--- src/rtl/mlp_feature_seq.sv ---
// mlp_feature_seq
//   Collects one frame of N_FEAT unsigned features into a packed vector that
//   drives an external combinational classifier. It waits SETTLE_CYC cycles
//   for that classifier to settle, captures its result, and holds the result
//   until the consumer takes it. Only one frame and one result are stored.
//
// Parameters
//   N_FEAT     features per frame
//   FEAT_W     width of one unsigned feature
//   RES_W      classifier result width
//   SETTLE_CYC classifier settle time in cycles (1..15)
//
// Ports
//   clk        rising-edge clock
//   rst_n      asynchronous active-low reset
//   feat_valid feature offered
//   feat_data  feature value (unsigned)
//   feat_last  offered feature ends the frame
//   feat_ready feature accepted this cycle when feat_valid is also 1
//   clf_inp    packed vector to the classifier, feature k at [FEAT_W*k +: FEAT_W]
//   clf_out    classifier result (combinational from clf_inp)
//   res_valid  a result is held
//   res_data   captured classifier result
//   res_err    held result came from a malformed frame
//   res_ready  consumer takes the held result
module mlp_feature_seq #(
  parameter int N_FEAT     = 6,
  parameter int FEAT_W     = 4,
  parameter int RES_W      = 19,
  parameter int SETTLE_CYC = 1
) (
  input  logic                     clk,
  input  logic                     rst_n,
  input  logic                     feat_valid,
  input  logic [FEAT_W-1:0]        feat_data,
  input  logic                     feat_last,
  output logic                     feat_ready,
  output logic [N_FEAT*FEAT_W-1:0] clf_inp,
  input  logic [RES_W-1:0]         clf_out,
  output logic                     res_valid,
  output logic [RES_W-1:0]         res_data,
  output logic                     res_err,
  input  logic                     res_ready
);

  localparam int IDX_W = (N_FEAT > 1) ? $clog2(N_FEAT) : 1;
  localparam int CNT_W = 4;
  localparam int VEC_W = N_FEAT * FEAT_W;

  localparam logic [IDX_W-1:0] IDX_LAST = IDX_W'(N_FEAT - 1);
  localparam logic [CNT_W-1:0] CNT_INIT = CNT_W'(SETTLE_CYC);
  localparam logic [CNT_W-1:0] CNT_ONE  = CNT_W'(1);

  typedef enum logic [1:0] {
    LOAD   = 2'd0,
    SETTLE = 2'd1,
    HOLD   = 2'd2
  } state_e;

  state_e             state_q, state_d;
  logic [IDX_W-1:0]   idx_q, idx_d;
  logic [CNT_W-1:0]   cnt_q, cnt_d;
  logic               err_q, err_d;
  logic [VEC_W-1:0]   inp_q, inp_d;
  logic               res_valid_q, res_valid_d;
  logic [RES_W-1:0]   res_data_q, res_data_d;
  logic               res_err_q, res_err_d;

  logic               accept;
  logic               at_last_slot;

  assign feat_ready   = (state_q == LOAD);
  assign accept       = feat_valid && feat_ready;
  assign at_last_slot = (idx_q == IDX_LAST);

  // ---------------------------------------------------------------------------
  // Next-state and datapath update
  // ---------------------------------------------------------------------------
  always_comb begin
    state_d     = state_q;
    idx_d       = idx_q;
    cnt_d       = cnt_q;
    err_d       = err_q;
    inp_d       = inp_q;
    res_valid_d = res_valid_q;
    res_data_d  = res_data_q;
    res_err_d   = res_err_q;

    unique case (state_q)
      LOAD: begin
        if (accept) begin
          // Write only the addressed slot; other slots keep their value,
          // which is 0 for any slot not yet written in this frame.
          for (int k = 0; k < N_FEAT; k++) begin
            if (idx_q == IDX_W'(k)) begin
              inp_d[k*FEAT_W +: FEAT_W] = feat_data;
            end
          end
          if (at_last_slot || feat_last) begin
            state_d = SETTLE;
            cnt_d   = CNT_INIT;
            idx_d   = '0;
            // Malformed when the frame ends early (last before the final
            // slot) or runs full without last being flagged.
            if (feat_last != at_last_slot) begin
              err_d = 1'b1;
            end
          end else begin
            idx_d = idx_q + 1'b1;
          end
        end
      end

      SETTLE: begin
        cnt_d = (cnt_q != '0) ? cnt_q - 1'b1 : '0;
        // A zero count can only appear with an out-of-range SETTLE_CYC;
        // treat it like the final settle cycle so the FSM cannot stall.
        if ((cnt_q == CNT_ONE) || (cnt_q == '0)) begin
          res_data_d  = clf_out;
          res_err_d   = err_q;
          res_valid_d = 1'b1;
          state_d     = HOLD;
        end
      end

      HOLD: begin
        if (res_valid_q && res_ready) begin
          res_valid_d = 1'b0;
          err_d       = 1'b0;
          inp_d       = '0;
          state_d     = LOAD;
        end
      end

      default: begin
        state_d = LOAD;
      end
    endcase
  end

  // ---------------------------------------------------------------------------
  // State registers
  // ---------------------------------------------------------------------------
  always_ff @(posedge clk or negedge rst_n) begin
    if (!rst_n) begin
      state_q     <= LOAD;
      idx_q       <= '0;
      cnt_q       <= '0;
      err_q       <= 1'b0;
      inp_q       <= '0;
      res_valid_q <= 1'b0;
      res_data_q  <= '0;
      res_err_q   <= 1'b0;
    end else begin
      state_q     <= state_d;
      idx_q       <= idx_d;
      cnt_q       <= cnt_d;
      err_q       <= err_d;
      inp_q       <= inp_d;
      res_valid_q <= res_valid_d;
      res_data_q  <= res_data_d;
      res_err_q   <= res_err_d;
    end
  end

  assign clf_inp   = inp_q;
  assign res_valid = res_valid_q;
  assign res_data  = res_data_q;
  assign res_err   = res_err_q;

endmodule

--- config.mk ---
export PLATFORM = sky130hd
export DESIGN_NAME = mlp_feature_seq
export DESIGN_NICKNAME = d
export VERILOG_FILES = /design/src/rtl/mlp_feature_seq.sv
export SDC_FILE = /design/constraint.sdc
export NUM_CORES = 1
export LEC_CHECK = 0
export BUFFER_PORTS_ARGS = -buffer_cell sky130_fd_sc_hd__buf_2
export CORE_ASPECT_RATIO = 0.5
export CORE_UTILIZATION = 52
export CTS_BUF_LIST = sky130_fd_sc_hd__clkbuf_8
export CTS_CLUSTER_SIZE = 40
export DETAILED_ROUTE_END_ITERATION = 16
export GPL_TIMING_DRIVEN = 0
export PLACE_DENSITY_LB_ADDON = 0.1
export SYNTH_ARGS = -nofsm -noshare
export SYNTH_HDL_FRONTEND = slang
export SYNTH_SLANG_ARGS = --single-unit
--- constraint.sdc ---
create_clock -name clk -period 1.82 [get_ports clk]
set_input_delay 0 -clock clk [delete_from_list [all_inputs] [get_ports clk]]
set_output_delay 0 -clock clk [all_outputs]
set_load 0.05 [all_outputs]
==> impl_results.rst, run 1 <==
.. list-table::
   :header-rows: 1

   * - Metric
     - Value
   * - Remaining number of nets flagged by the antenna check after routing
     - 0
   * - Share of the synthesized area in the top cell type
     - 58.9%
   * - Syn_nets
     - 211
   * - Average detailed-routed wire length per instance
     - 15.2 um
   * - Leading post-synthesis cells by cell area
     - dfrtp_1 (59%), mux2_2 (9.6%), a32o_1 (5.1%)
   * - Area fraction in and, or, nand and nor cells after synthesis
     - 8.19%
   * - I/O pin count
     - 74
   * - Synth-to-layout area growth
     - 31.9%
   * - Number of placement rows
     - 16
   * - Overall power consumption
     - 6.12 mW
   * - Synthesized area per cell
     - 13.2 um^2
   * - Yosys synthesis warning count
     - 0
   * - Worst clock skew
     - 6.08 ps
   * - Hold Worst Slack
     - 27.3 ps
   * - Initial core utilization
     - 57.0%
   * - Vias in the first global route
     - 1836
   * - Highest Clock Rate
     - 602 MHz
   * - Cell accounting for the most synthesized area
     - dfrtp_1
   * - Share of the synthesized area in compound gates (AO/OA/AOI/OAI)
     - 16.1%
   * - Family with the most delay on the worst path
     - adder cells
   * - Share of synthesized area spent on multiplexers
     - 9.63%
   * - Status
     - completed
   * - Post-synthesis sequential element count
     - 55
   * - Synth unique cells
     - 35
   * - Die Y-Extent
     - 49.4 um
   * - Number of remaining DRC errors
     - 0
   * - Skew-Pair Late Insertion Delay
     - 300 ps
   * - PwrDens
     - 1980 nW/um^2
   * - Clock tree from TritonCTS
     - yes
   * - Slew HR
     - 20.3%
   * - Fillers
     - 266
   * - Root Buffer
     - clkbuf_8
   * - Share of final-layout standard cells stronger than drive strength 1
     - 42.1%
   * - Post-synthesis cell area
     - 2340 um^2
   * - Vias per std cell
     - 5.33
   * - Area enclosed by the die boundary
     - 4790 um^2
   * - Leading cell type in the layout, fill and taps excluded
     - buf_2
   * - # setup viols final
     - 0
   * - Detailed router's first-iteration violation count
     - 92
   * - Top library cells by usage in the layout, fill and taps aside
     - buf_2 (75), dfrtp_1 (55), dlygate4sd3_1 (21)
   * - Global-route wire length before repair
     - 8.91 mm
   * - Post-synthesis instance total
     - 177
   * - Width of the chip
     - 96.8 um
   * - Number of clock buffers inserted by TritonCTS
     - 5
   * - Worst vdd ir
     - 1.45 mV
   * - Maximum number of pins on one net before global-route repair
     - 56
   * - Main combinational cell family by area after synthesis
     - compound AO/OA/AOI/OAI gates
   * - Sum of overflow across all layers after global routing
     - 0
   * - Vias after detailed routing
     - 1770
   * - Buffer and inverter count on the worst path
     - 1
   * - Global routing usage summed across all routing layers
     - 24.0%
   * - Unrepaired setup endpoints after global routing
     - no
   * - Hold crit path type
     - in -> reg
   * - Placed wire-length estimate
     - 3.38 mm
   * - Antenna fix cells
     - 0
   * - Count of final hold-check violations
     - 0
   * - Placer Congestion
     - 0.753
   * - Register clock-pin slew on the reported worst setup and hold paths
     - 90 ps
   * - CP max FO
     - 5
   * - Xor/xnor share of the synthesized area
     - 0%
   * - Minimum clock period
     - 1660 ps
   * - Fraction of the yosys area taken by sequential cells
     - 58.9%
   * - Reported max-cap violation count
     - 0
   * - Worst Setup Start Kind
     - flop
   * - Placeable core region
     - 4100 um^2
   * - Transition time at the pin with the least slew margin
     - 1200 ps
   * - TritonRoute pass-1 iters
     - 4
   * - Post-layout nets
     - 312
   * - Crit-path cells
     - inv_1 -> ha_1 -> nand2_2 -> ha_2 -> nand2b_1 -> a21oi_4 -> a21boi_0
   * - Total number of clock tree sinks
     - 55
   * - WP data required
     - 2000 ps
   * - Highest-delay cell along the critical path
     - dfrtp_1
   * - CP Class
     - reg -> reg
   * - Antenna violations before repair
     - 0
   * - Crit path arrival time
     - 1840 ps
   * - Post-synthesis adder-cell area fraction
     - 3.21%
   * - Slew Viols, Final
     - 0
   * - Share of the clock period used by the worst path
     - 91.3%
   * - Number of buffers between clock root and the deepest sink
     - 2
   * - CTS H-tree depth
     - 2
   * - Count of input and output buffers
     - 73
   * - Kind of end point of the critical path
     - flop
   * - Worst stage delay on the critical path
     - 400 ps
   * - Leakage power
     - 1.52 nW
   * - Total length of routed wires
     - 5.04 mm
## metrics by stage
step / setup slack (ps) / area, um^2 / utilization [%] / TNS, ps / cells
finish: 158 / 3090 / 75.2 / 0 / 332
global route: 15.8 / 3090 / 75.2 / 0 / 332
CTS: 33.7 / 3070 / 74.9 / 0 / 332
detailed placement: -72.8 / 2770 / 67.5 / -123 / 304
global placement: -31.2 / 2770 / 67.5 / -31.2 / 304
floorplan: 210 / 2340 / - / 0 / 177
## registers in the layout, indices dropped and copies added, names as in the netlist
signal and count:
state_q 2, idx_q 3, res_err 1, clf_inp 24
res_valid 1, res_data 19, cnt_q 4, err_q 1
## area by class of cell
cell class | count | area, um^2 | area share [%]
Tap cell | 54 | 67.6 | 2.19
Sequential cell | 55 | 1380 | 44.6
Clock inverter | 1 | 5.00 | 0.162
Buffer | 7 | 57.6 | 1.87
Timing Repair Buffer | 94 | 576 | 18.7
Inverter | 10 | 37.5 | 1.22
Multi-Input combinational cell | 105 | 883 | 28.6
Clock buffer | 6 | 82.6 | 2.68
## per-layer routing
metal  part of all wire [%]  routed length, um  global-route usage, %  vias up
li1                       -                  -                      -      851
met4                   0.93                 47                   5.97        0
met1                     46               2320                   30.9      852
met3                    7.8                395                   8.17        7
met5                      0                  0                      0        -
met2                     45               2270                   39.4       60
## path summary, 6_finish.rpt
kind / to / cells past startpoint / start / slack [ps]
setup / recovery: cnt_q[3] / 7 / idx_q[1] / 160
hold / removal: clf_inp[11] / 2 / feat_data[3] / 30
setup reg to reg: cnt_q[3] / 7 / idx_q[1] / 160
hold reg to reg: clf_inp[14] / 1 / clf_inp[14] / 490
max in group asynchronous: res_data[12] / 2 / rst_n / 620
min in group asynchronous: clf_inp[20] / 2 / rst_n / 490
## timing repair
| item | in CTS | in global routing |
|---|---|---|
| setup buffers | 0 | 0 |
| setup endpoints to repair | 5 | 5 |
| hold buffers | 21 | 0 |
| resized for setup | 1 | 3 |
| endpoints found under the hold margin | 75 | 0 |
## power breakdown
group	leakage [nW]	switching, mW	internal [mW]
Sequential	0.697	0.290	1.72
Clock	0.0470	0.380	0.300
Combinational	0.775	2.41	1.03
Total	1.52	3.08	3.05
## worst reg2reg max path: stages (launching register included)
cell and delay (ps):
dfrtp_1 400, inv_1 110, ha_1 200, nand2_2 100
ha_2 230, nand2b_1 180, a21oi_4 210, a21boi_0 110
## cells in the mapped netlist
| cell type | n |
|---|---|
| a21boi_0 | 1 |
| mux2_2 | 20 |
| a21o_1 | 3 |
| and2_1 | 1 |
| nand2_2 | 1 |
| nand3b_1 | 1 |
| buf_2 | 2 |
| a32o_1 | 12 |
| nor4b_1 | 1 |
| nand3_1 | 8 |
| o2bb2ai_1 | 8 |
| nand2b_1 | 2 |
| nor2b_1 | 3 |
| and4b_1 | 1 |
| buf_4 | 2 |
| nor2_1 | 2 |
| o31ai_1 | 1 |
| a21oi_1 | 2 |
| a21bo_2 | 4 |
| nand2_1 | 8 |
| and4bb_2 | 1 |
| and2b_1 | 1 |
| o211ai_1 | 3 |
| dfrtp_1 | 55 |
| nor3b_4 | 1 |
| o22ai_1 | 3 |
| ha_1 | 6 |
| clkbuf_8 | 2 |
| o21ai_0 | 6 |
| nor3_1 | 1 |
| o21a_1 | 1 |
| clkbuf_2 | 1 |
| o21ai_1 | 2 |
| o221ai_1 | 1 |
| inv_1 | 10 |
## cell families after synthesis
family,count (synthesis)
multiplexers,20
AND/OR/NAND/NOR,32
AO/OA/AOI/OAI,47
flip-flops,55
buffers and inverters,17
adder cells (fa/ha/maj),6
Power figures use the tool's default switching activity.
==> run 2, diff against run 1 <==
--- a/config.mk
+++ b/config.mk
@@ -9,10 +9,11 @@
 export CORE_ASPECT_RATIO = 0.5
 export CORE_UTILIZATION = 52
 export CTS_BUF_LIST = sky130_fd_sc_hd__clkbuf_8
+export CTS_CLUSTER_DIAMETER = 50
 export CTS_CLUSTER_SIZE = 40
 export DETAILED_ROUTE_END_ITERATION = 16
 export GPL_TIMING_DRIVEN = 0
-export PLACE_DENSITY_LB_ADDON = 0.1
+export PLACE_DENSITY = 0.77
 export SYNTH_ARGS = -nofsm -noshare
 export SYNTH_HDL_FRONTEND = slang
 export SYNTH_SLANG_ARGS = --single-unit
==> run 2 against run 1 <==
Effect of this change:
- fmax up 0.27%
- register-to-register slack about the same
- design area about the same
- sequential power about the same
- via count up 2.0%
- combinational power about the same
- critical path type unchanged
- largest cell class unchanged
==> impl_results.rst, run 2 (synthesized netlist as in run 1, its figures left out) <==
.. list-table::
   :header-rows: 1

   * - Metric
     - Value
   * - Status
     - completed
   * - Terminus of the critical flop-to-flop path
     - cnt_q[3]
   * - Remaining number of nets flagged by the antenna check after routing
     - 0 (unchanged)
   * - Flip-flop count of the largest register after layout
     - 24 (unchanged)
   * - I/O pin count
     - 74 (unchanged)
   * - Maximum number of pins on one net before global-route repair
     - 56 (unchanged)
   * - Minimum clock period
     - 1660 ps (-4.39 ps)
   * - Fillers
     - 278 (+4.5%)
   * - Root Buffer
     - clkbuf_8
   * - Unrepaired setup endpoints after global routing
     - no
   * - Cell-internal power
     - 3.01 mW (-1.2%)
   * - Overall power consumption
     - 6.15 mW (+0.45%)
   * - Leading cell type in the layout, fill and taps excluded
     - buf_2
   * - Die Y-Extent
     - 49.4 um (unchanged)
   * - CTS H-tree depth
     - 2 (unchanged)
   * - Share of the clock period used by the worst path
     - 91.1% (-0.24 points)
   * - CP Class
     - reg -> reg
   * - Switching power summed over all nets
     - 3.14 mW (+2.0%)
   * - Reported max-cap violation count
     - 0 (unchanged)
   * - Top library cells by usage in the layout, fill and taps aside
     - buf_2 (75), dfrtp_1 (55), dlygate4sd3_1 (21)
   * - Count of input and output buffers
     - 73 (unchanged)
   * - Detailed router's first-iteration violation count
     - 43 (-53%)
   * - Crit path arrival time
     - 1850 ps (about the same)
   * - Post-layout nets
     - 312 (unchanged)
   * - Transition time at the pin with the least slew margin
     - 1190 ps (-1.73 ps)
   * - Vias in the first global route
     - 1893 (+3.1%)
   * - Worst setup startpoint
     - idx_q[1]
   * - Global-route wire length before repair
     - 8.92 mm (+0.16%)
   * - Number of clock buffers inserted by TritonCTS
     - 5 (unchanged)
   * - Register clock-pin slew on the reported worst setup and hold paths
     - 100 ps (about the same)
   * - Endpoint of the worst hold path
     - clf_inp[0]
   * - Placer Congestion
     - 0.720 (-4.5%)
   * - Number of remaining DRC errors
     - 0 (unchanged)
   * - Hold Path Origin
     - feat_data[0]
   * - TritonRoute pass-1 iters
     - 4 (unchanged)
   * - Antenna fix cells
     - 0 (unchanged)
   * - Placeable core region
     - 4100 um^2 (unchanged)
   * - Hold depth
     - 2 (unchanged)
   * - # setup viols final
     - 0 (unchanged)
   * - Worst Setup Start Kind
     - flop
   * - Total setup buffers inserted after CTS
     - 0 (unchanged)
   * - Worst vdd ir
     - 1.78 mV (+23%)
   * - Worst clock skew
     - 7.05 ps (+0.971 ps)
   * - Slew Viols, Final
     - 0 (unchanged)
   * - CP max FO
     - 5 (unchanged)
   * - Global routing usage summed across all routing layers
     - 24.1% (+0.073 points)
   * - Hold crit path type
     - in -> reg
   * - Total number of clock tree sinks
     - 55 (unchanged)
   * - Leakage power
     - 1.52 nW (-0.11%)
   * - Average detailed-routed wire length per instance
     - 16.1 um (+6.3%)
   * - Number of placement rows
     - 16 (unchanged)
   * - Skew-Pair Late Insertion Delay
     - 310 ps (about the same)
   * - Switch share
     - 51.0% (+0.80 points)
   * - Slew HR
     - 20.4% (+0.12 points)
   * - Synth-to-layout area growth
     - 31.8% (about the same)
   * - Area enclosed by the die boundary
     - 4790 um^2 (unchanged)
   * - Antenna violations before repair
     - 0 (unchanged)
   * - Clock tree from TritonCTS
     - yes
   * - Kind of end point of the critical path
     - flop
   * - Placed wire-length estimate
     - 3.39 mm (+0.32%)
   * - Power share of the sequential group
     - 32.8% (about the same)
   * - Share of final-layout standard cells stronger than drive strength 1
     - 41.9% (-0.15 points)
   * - Width of the chip
     - 96.8 um (unchanged)
   * - Sum of overflow across all layers after global routing
     - 0 (unchanged)
   * - WP data required
     - 2010 ps (about the same)
   * - Clock network fraction of design power
     - 10.9% (-0.2 points)
   * - Hold Worst Slack
     - 29.5 ps (+2.20 ps)
   * - Total length of routed wires
     - 5.37 mm (+6.7%)
   * - Vias after detailed routing
     - 1806 (+2.0%)
   * - Vias per std cell
     - 5.42 (+1.7%)
   * - Count of final hold-check violations
     - 0 (unchanged)
   * - Beginning of the worst register-to-register path
     - idx_q[1]
   * - Slack of the worst reg-to-reg path
     - 160 ps (about the same)
   * - Logic pwr share
     - 56.3% (+0.2 points)
   * - PwrDens
     - 1990 nW/um^2 (+0.53%)
   * - R2r worst-path depth
     - 7 (unchanged)
   * - Highest Clock Rate
     - 603 MHz (+0.27%)
   * - Number of buffers between clock root and the deepest sink
     - 2 (unchanged)
   * - Initial core utilization
     - 57.0% (unchanged)
## run 2: cell type report
type / instances / area (um^2) / share of cell area (%)
repair buffers: 94 / 576 / 18.7
plain buffers: 7 / 57.6 / 1.87
inverters: 10 / 37.5 / 1.22
clock buffers: 5 / 68.8 / 2.23
multi-input cells: 105 / 883 / 28.7
well taps: 54 / 67.6 / 2.19
flip-flops and latches: 55 / 1380 / 44.6
clock inverters: 3 / 16.3 / 0.528
## run 2: worst max path at each step
stage / end / slack, ps / depth (start not counted)
6_report: cnt_q[3] / 160 / 7
5_1_grt: cnt_q[3] / 3 / 7
4_1_cts: cnt_q[3] / 40 / 7
3_5_place_dp: cnt_q[3] / -60 / 7
3_3_place_gp: cnt_q[3] / -40 / 7
2_1_floorplan: cnt_q[3] / 210 / 7
## run 2: what timing repair did
action	CTS	global route
setup endpoints to repair	5	5
gates resized for setup	1	3
hold buffers	21	0
endpoints found under the hold margin	75	0
## run 2: metal layers
| layer | vias to the layer above | track usage [%] | part of all wire, % |
|---|---|---|---|
| met5 | - | 0 | 0 |
| met4 | 0 | 8.46 | 1.8 |
| met3 | 13 | 7.16 | 5.4 |
| met2 | 63 | 41.2 | 48 |
| met1 | 880 | 29.4 | 45 |
| li1 | 850 | - | - |
## run 2: worst max-delay path, stage by stage, from the launching register on
cell and delay, ps:
dfrtp_1 410, inv_1 90, ha_1 200, nand2_2 100, ha_2 220, nand2b_1 180
a21oi_4 210, a21boi_0 110
## run 2: power by group through the flow
stage	clock network (mW)	registers (mW)	logic, mW
4_1_cts	0.667	2.00	3.43
5_1_grt	0.720	2.08	3.64
3_5_place_dp	0	2.02	3.38
2_1_floorplan	0	3.51	1.11
6_report	0.669	2.02	3.46
3_3_place_gp	0	1.99	3.31
## run 2: metrics by stage
step / setup WS, ps / cells / utilization [%] / setup TNS (ps) / area (um^2)
finish: 162 / 333 / 75.1 / 0 / 3080
global route: 3.18 / 333 / 75.1 / 0 / 3080
detailed placement: -61.3 / 304 / 67.5 / -104 / 2770
global placement: -40.9 / 304 / 67.5 / -40.9 / 2770
floorplan: 210 / 177 / - / 0 / 2340
CTS: 38.3 / 333 / 74.8 / 0 / 3070
